File: config.mk
export PLATFORM = sky130hd
export DESIGN_NAME = seven_seg_scan
export DESIGN_NICKNAME = d
export VERILOG_FILES = /design/src/rtl/seven_seg_scan.sv
export SDC_FILE = /design/constraint.sdc
export NUM_CORES = 1
export LEC_CHECK = 0
export CAP_MARGIN = 0
export CORE_ASPECT_RATIO = 0.9
export CORE_MARGIN = 2
export CORE_UTILIZATION = 35
export DETAILED_ROUTE_END_ITERATION = 8
export GPL_ROUTABILITY_DRIVEN = 0
export PLACE_DENSITY = 0.58
export SLEW_MARGIN = 5
export SYNTH_ARGS = -nofsm -noshare
export SYNTH_HDL_FRONTEND = slang
export SYNTH_SLANG_ARGS = --single-unit
File: constraint.sdc
create_clock -name clk -period 2.23 [get_ports clk]
set_input_delay 0.446 -clock clk [delete_from_list [all_inputs] [get_ports clk]]
set_output_delay 0.446 -clock clk [all_outputs]
set_load 0.02 [all_outputs]
File: src/rtl/seven_seg_scan.sv
// Multiplexed N-digit seven-segment driver: scans BCD digits onto shared active-low cathodes.
// Optional macro LEADING_ZERO_BLANK_EN blanks leading zeros above digit 0.
module seven_seg_scan #(
  parameter int NDIGIT         = 4,
  parameter int REFRESH_CYCLES = 100000
) (
  input  logic                  clk,
  input  logic                  rst_n,
  input  logic                  en,
  input  logic [NDIGIT*4-1:0]   BCD,
  input  logic [NDIGIT-1:0]     dp_mask,
  output logic [6:0]            seg,
  output logic                  dp,
  output logic [NDIGIT-1:0]     anode
);

  localparam int CNT_W = $clog2(REFRESH_CYCLES);
  localparam int IDX_W = (NDIGIT > 1) ? $clog2(NDIGIT) : 1;
  localparam logic [CNT_W-1:0] CNT_LAST = CNT_W'(REFRESH_CYCLES - 1);
  localparam logic [IDX_W-1:0] IDX_LAST = IDX_W'(NDIGIT - 1);
  localparam logic [6:0]       SEG_OFF  = 7'h7F;
  localparam logic [6:0]       SEG_DASH = 7'h3F;

  logic [CNT_W-1:0]    refresh_cnt;
  logic [IDX_W-1:0]    idx;
  logic [NDIGIT*4-1:0] snap_bcd;
  logic [NDIGIT-1:0]   snap_dp;
  logic [NDIGIT-1:0]   blank;
  logic [3:0]          cur_digit;
  logic                cur_dp;
  logic                cur_blank;
  logic                terminal;

  function automatic logic [6:0] encode(input logic [3:0] d);
    case (d)
      4'd0:    encode = 7'h40;
      4'd1:    encode = 7'h79;
      4'd2:    encode = 7'h24;
      4'd3:    encode = 7'h30;
      4'd4:    encode = 7'h19;
      4'd5:    encode = 7'h12;
      4'd6:    encode = 7'h02;
      4'd7:    encode = 7'h78;
      4'd8:    encode = 7'h00;
      4'd9:    encode = 7'h10;
      default: encode = SEG_DASH;
    endcase
  endfunction

  assign terminal = (refresh_cnt == CNT_LAST);

`ifdef LEADING_ZERO_BLANK_EN
  // A digit is blank when it and every digit above it is zero; digit 0 always shows.
  always_comb begin
    logic upper_zero;
    blank      = '0;
    upper_zero = 1'b1;
    for (int i = NDIGIT - 1; i >= 1; i--) begin
      upper_zero = upper_zero & (snap_bcd[i*4 +: 4] == 4'd0);
      blank[i]   = upper_zero;
    end
  end
`else
  assign blank = '0;
`endif

  // NOTE: every always_comb output gets a default before any branch, so no latch is inferred.
  always_comb begin
    cur_digit = 4'd0;
    cur_dp    = 1'b0;
    cur_blank = 1'b0;
    for (int i = 0; i < NDIGIT; i++) begin
      if (idx == IDX_W'(i)) begin
        cur_digit = snap_bcd[i*4 +: 4];
        cur_dp    = snap_dp[i];
        cur_blank = blank[i];
      end
    end
  end

  // NOTE: sequential state uses non-blocking assignments so all flops update from pre-edge values.
  always_ff @(posedge clk or negedge rst_n) begin
    if (!rst_n) begin
      refresh_cnt <= '0;
      idx         <= '0;
      snap_bcd    <= '0;
      snap_dp     <= '0;
    end else if (!en) begin
      refresh_cnt <= '0;
      idx         <= '0;
      snap_bcd    <= BCD;
      snap_dp     <= dp_mask;
    end else if (terminal) begin
      refresh_cnt <= '0;
      if (idx == IDX_LAST) begin
        // Frame boundary: take a fresh coherent copy of the inputs.
        idx      <= '0;
        snap_bcd <= BCD;
        snap_dp  <= dp_mask;
      end else begin
        idx <= idx + 1'b1;
      end
    end else begin
      refresh_cnt <= refresh_cnt + 1'b1;
    end
  end

  always_ff @(posedge clk or negedge rst_n) begin
    if (!rst_n) begin
      anode <= '1;
      seg   <= SEG_OFF;
      dp    <= 1'b1;
    end else if (!en) begin
      anode <= '1;
      seg   <= SEG_OFF;
      dp    <= 1'b1;
    end else begin
      anode <= ~(NDIGIT'(1) << idx);
      seg   <= cur_blank ? SEG_OFF : encode(cur_digit);
      dp    <= ~cur_dp;
    end
  end

endmodule

**Yosys cells after proc, flatten, opt, wreduce, memory -nomap -nowiden**

Memories as Yosys holds them, arrays and structs flattened.
Index checks and enable logic that the tools add are counted.

- Register bits: 51
- ROM bits: 112
- Input port bits: 23
- Output and inout port bits: 12
- Logic and storage cells: 43
- Memories kept: 1

- Add/sub/neg operators: 2
- Equality and inequality tests: 6
- Shift operators: 1
- Mux-type cells: 22
- Bitwise logic cells: 2
- Reduce and logical (&&, ||, !) cells: 2

Memory list:

| memory | words | bits a word | read ports | clocked after memory_dff | wr ports | RTL line | RTL |
|---|---|---|---|---|---|---|---|
| (name not given) | 16 | 7 | 1 | 0 | 0 | 35 | `case (d)` |

Operator list:

| cell | number |
|---|---|
| 2-to-1 mux 16 bit | 3 |
| 2-to-1 mux 17 bit | 2 |
| 2-to-1 mux 4 bit | 8 |
| adder 17 x 1 -> 17 bit (second input constant) | 1 |
| == test 17 bit (second input constant) | 1 |
| 2-to-1 mux 7 bit | 1 |
| 2-to-1 mux 2 bit | 3 |
| 2-to-1 mux 1 bit | 5 |
| == test 2 bit (second input constant) | 2 |
| inequality test 2 x 1 -> 1 bit (second input constant) | 2 |
| NOT 4 bit | 1 |
| left shift 1 x 2 -> 4 bit (first input constant) | 1 |
| adder 2 x 1 -> 2 bit (second input constant) | 1 |
| == test 2 x 1 -> 1 bit (second input constant) | 1 |
| zero test 2 bit | 1 |
| AND reduction 2 bit | 1 |
| NOT 1 bit | 1 |

**Depth between registers and ports, before layout**

- Depth after elaboration: 7
- Depth in mapped cells: 9
- Depth with buffers taken out: 8

**Worst setup path before layout**

Ideal clock, no wire load.

- Path kind: reg2reg
- Start point: register idx[0]
- End point: register seg[3]
- Library setup time: 0.084 ns
- Data arrival time: 1.927 ns
- Data required time: 2.146 ns
- Slack: 0.219 ns
- Stages on the path, launching flop included: 9
- Path buffers: 1
- Clock period less this slack: 2.011 ns
- Path through: dfrtp_1 > ha_1 > buf_2 > or2_1 > a221oi_1 > nor2_1 > ha_1 > a21boi_0 > a311o_1

- Word-level cells in the longest chain between the ends: 7
- Elaborated cells on any way between the ends: 10
- Classes of those cells: eq/ne (3); mux (5); reduce/logical (1); memory (1)

RTL lines:

| item | RTL line | RTL |
|---|---|---|
| from (decl) | 25 | `logic [IDX_W-1:0] idx;` |
| from (signal assigned) | 101 | `idx <= idx + 1'b1;` |
| zero test 2 bit | 73 | `if (idx == IDX_W'(i)) begin` |
| 2-to-1 mux 4 bit (3 in a row) | 73 |  |
| 2-to-1 mux 4 bit (*) | 73 |  |
| memory read (16 x 7 bit) (*) | n/a |  |
| 2-to-1 mux 7 bit (*) | 113 | `end else if (!en) begin` |
| to (signal assigned) | 119 | `seg <= cur_blank ? SEG_OFF : encode(cur_digit);` |
| to (decl) | 12 | `output logic [6:0] seg,` |

Mark *: on every way between the ends. The rest lies on a longest branch, timed or not.
A chain may end at the register's enable or synchronous reset.

**Worst setup path in the final report**

- Start point: register refresh_cnt[12]
- End point: register snap_bcd[7]

- Word-level cells in the longest chain between the ends: 3

RTL lines:

| item | RTL line | RTL |
|---|---|---|
| from (decl) | 24 | `logic [CNT_W-1:0] refresh_cnt;` |
| from (signal assigned) | 104 | `refresh_cnt <= refresh_cnt + 1'b1;` |
| == test 17 bit | 50 | `assign terminal = (refresh_cnt == CNT_LAST);` |
| inequality test 2 x 1 -> 1 bit (no line) | n/a |  |
| AND reduction 2 bit (no line) | n/a |  |
| to (signal assigned) | 86 | `snap_bcd <= '0;` |
| to (signal assigned) | 91 | `snap_bcd <= BCD;` |
| to (signal assigned) | 98 | `snap_bcd <= BCD;` |
| to (decl) | 26 | `logic [NDIGIT*4-1:0] snap_bcd;` |

No other way between the ends.

==> impl_metrics.toml <==
[synth]
synth_area_um2 = 2480
ys_async_sr_fraction = 1.00
yosysUniqueCellTypes = 48
synth_area_leaders = "dfrtp_1 (39%), dfstp_2 (13%), mux2_4 (12%)"
synth.top_cell.area_share = 0.393
synth_edf_count = 0
syn-num-nets = 237
syn_avg_cell_area_um2 = 11.9
ys.flop_type = "dfrtp_1"
synth_top_cell_by_area = "dfrtp_1"
synthCells = 208
yosys-top-cells-count = "dfrtp_1 (39), nor2_1 (25), mux2_4 (20)"
ys_warn_count = 0
synth.most_common_cell = "dfrtp_1"
yosysSeqAreaShare = 0.520
synth_seq_cells = 51

[sta]
fin_skew_ns = 0.00930
fin_crit_ns = 2.14
relSlewSlack = 0.619
drv_slew = 0
report.final.setup_viol = 0
final_hold_viol_count = 0
finalSetupTns_ns = 0
layout_setup_ws_ns = 0.0918
worstMarginPinSlew_ns = 0.571
rsz0062_at_grt = "false"
min_period_over_period = 0.959
fmax_mhz = 468
fin_hold_ws_ns = 0.129

[clocking]
cts_tree = "yes"
cts-htree-levels = 2
clk_pin_slew_ns = 0.09
root_buffer = "clkbuf_8"
clk_latency_ns = 0.31
cts_hold_buffers = 0
clock-sinks = 51
cts_buffers = 5
clockBufferDepth = 2

[cells_and_area]
drive_gt1_frac = 0.237
area.growth.synth_to_final_pct = 26.1
finalInstanceArea_um2 = 3130
post-route-util = 0.450
fill_cells = 661
multiInputGateArea_um2 = 1130
layout.nets = 285
fin_cells = 350
diodes = 0
register_area_um2 = 1290

[worst_setup_path]
worstPathArrival_ns = 2.33
cp.required_ns = 2.43
crit_fanout = 20
path_class = "flop to flop"
crit_path_end_kind = "flop"
start_kind = "flop"

[power]
cellPowerDensity_nw_per_um2 = 629
leakagePower_nw = 1.33
power_mw = 1.97
irDropWorstVdd_mv = 0.272

[route]
drc_errors = 0
routedWlPerCell_um = 13.6
drt_iter0_markers = 55
viasPerCell = 4.77
vias = 1671
totalWireLength_um = 4770
ant_nets = 0
drtPass1Iterations = 4

[grt]
grt_overflow = 0
grt_pass1_vias = 1636
grt_pass1_wl_um = 8130
grt_usage = 0.131
grt_start_max_net_pins = 27
antenna_found_initial = 0

[hold_path]
hold_path.class = "input pin to asynchronous set/reset pin"

[placement]
numPortBuffers = 34
place_ws_ns = 0.0299
place_hpwl_um = 3550
dp_cells = 342
placed_area_um2 = 3000

[die]
die-area_um2 = 7790
fp-row-count = 29
die_w_um = 92.8
core_area_um2 = 6970
die_y_um = 83.9
initial_core_util = 0.357
ios = 35

[outcome]
outcome = "finished clean"

[job]
max-cap-violations = 0
[per-layer routing]
layer	part of all wire	global-route usage
met1	0.51	0.196
met4	0.014	0.0441
met3	0.032	0.0271
met5	0	0
met2	0.44	0.188
[cell families after synthesis]
logic type	Yosys count	share of synthesized area
xor+xnor	15	0.0529
flops	51	0.520
fa+ha+maj	6	0.0302
buf+inv	12	0.0337
simple gates	78	0.165
compound gates	25	0.0735
mux	21	0.125
[report_power, final]
part           switching (mW)  internal (mW)  total [mW]
combinational           0.120          0.158       0.277
sequential             0.0361          0.993        1.03
clock                   0.301          0.363       0.665
total                   0.457           1.51        1.97
[path summary, 6_finish.rpt]
check / startpoint / end / slack (ns) / cells past startpoint
min reg2reg: snap_bcd[11] / snap_bcd[11] / 0.53 / 1
min: rst_n / refresh_cnt[10] / 0.13 / 1
max in group asynchronous: rst_n / anode[0] / 1.49 / 2
max: refresh_cnt[12] / snap_bcd[7] / 0.09 / 5
min in group clk: snap_bcd[11] / snap_bcd[11] / 0.53 / 1
max reg2reg: refresh_cnt[12] / snap_bcd[7] / 0.09 / 5
[cells in the final DEF (no fill, tap or decap), types with 2 or more instances in the layout]
cell,instances
and4_1,2
and2_1,2
clkdlybuf4s50_1,33
nor3_1,2
inv_1,6
dfrtp_1,39
mux2_4,20
buf_4,11
nand2_1,19
nand3_1,7
o21ai_0,4
nor2b_1,2
and3_1,4
a21boi_0,3
buf_12,2
nand4_1,3
nor4_1,2
o22ai_1,2
dfstp_2,12
a221oi_1,2
a21oi_1,2
nor2_1,24
xnor2_1,11
ha_1,6
clkbuf_8,6
xor2_1,4
[sequential cells by signal, indices dropped and copies added (netlist names)]
register	flops
refresh_cnt	17
anode	4
dp	1
snap_dp	4
snap_bcd	16
idx	2
seg	7
[repair_timing]
action | in CTS | in global routing
buffers inserted | 0 | 0
endpoints found under the setup margin | 0 | 22
resized for setup | 0 | 3
[area by class of cell]
cell class                 instances  share of cell area
multi-input combinational        145               0.360
tap                               93              0.0371
inverter                           6             0.00719
sequential                        51               0.412
timing repair buffer              47               0.146
clock inverter                     2              0.0112
clock buffer                       6              0.0264
[worst max-delay path, cell delays in order (launching register included)]
cell,delay (ns)
dfrtp_1,0.43
or4b_4,0.56
nor4_4,0.33
nand2_2,0.15
nand2_8,0.23
mux2_4,0.33
No activity file was read; power rests on OpenSTA's default activity.
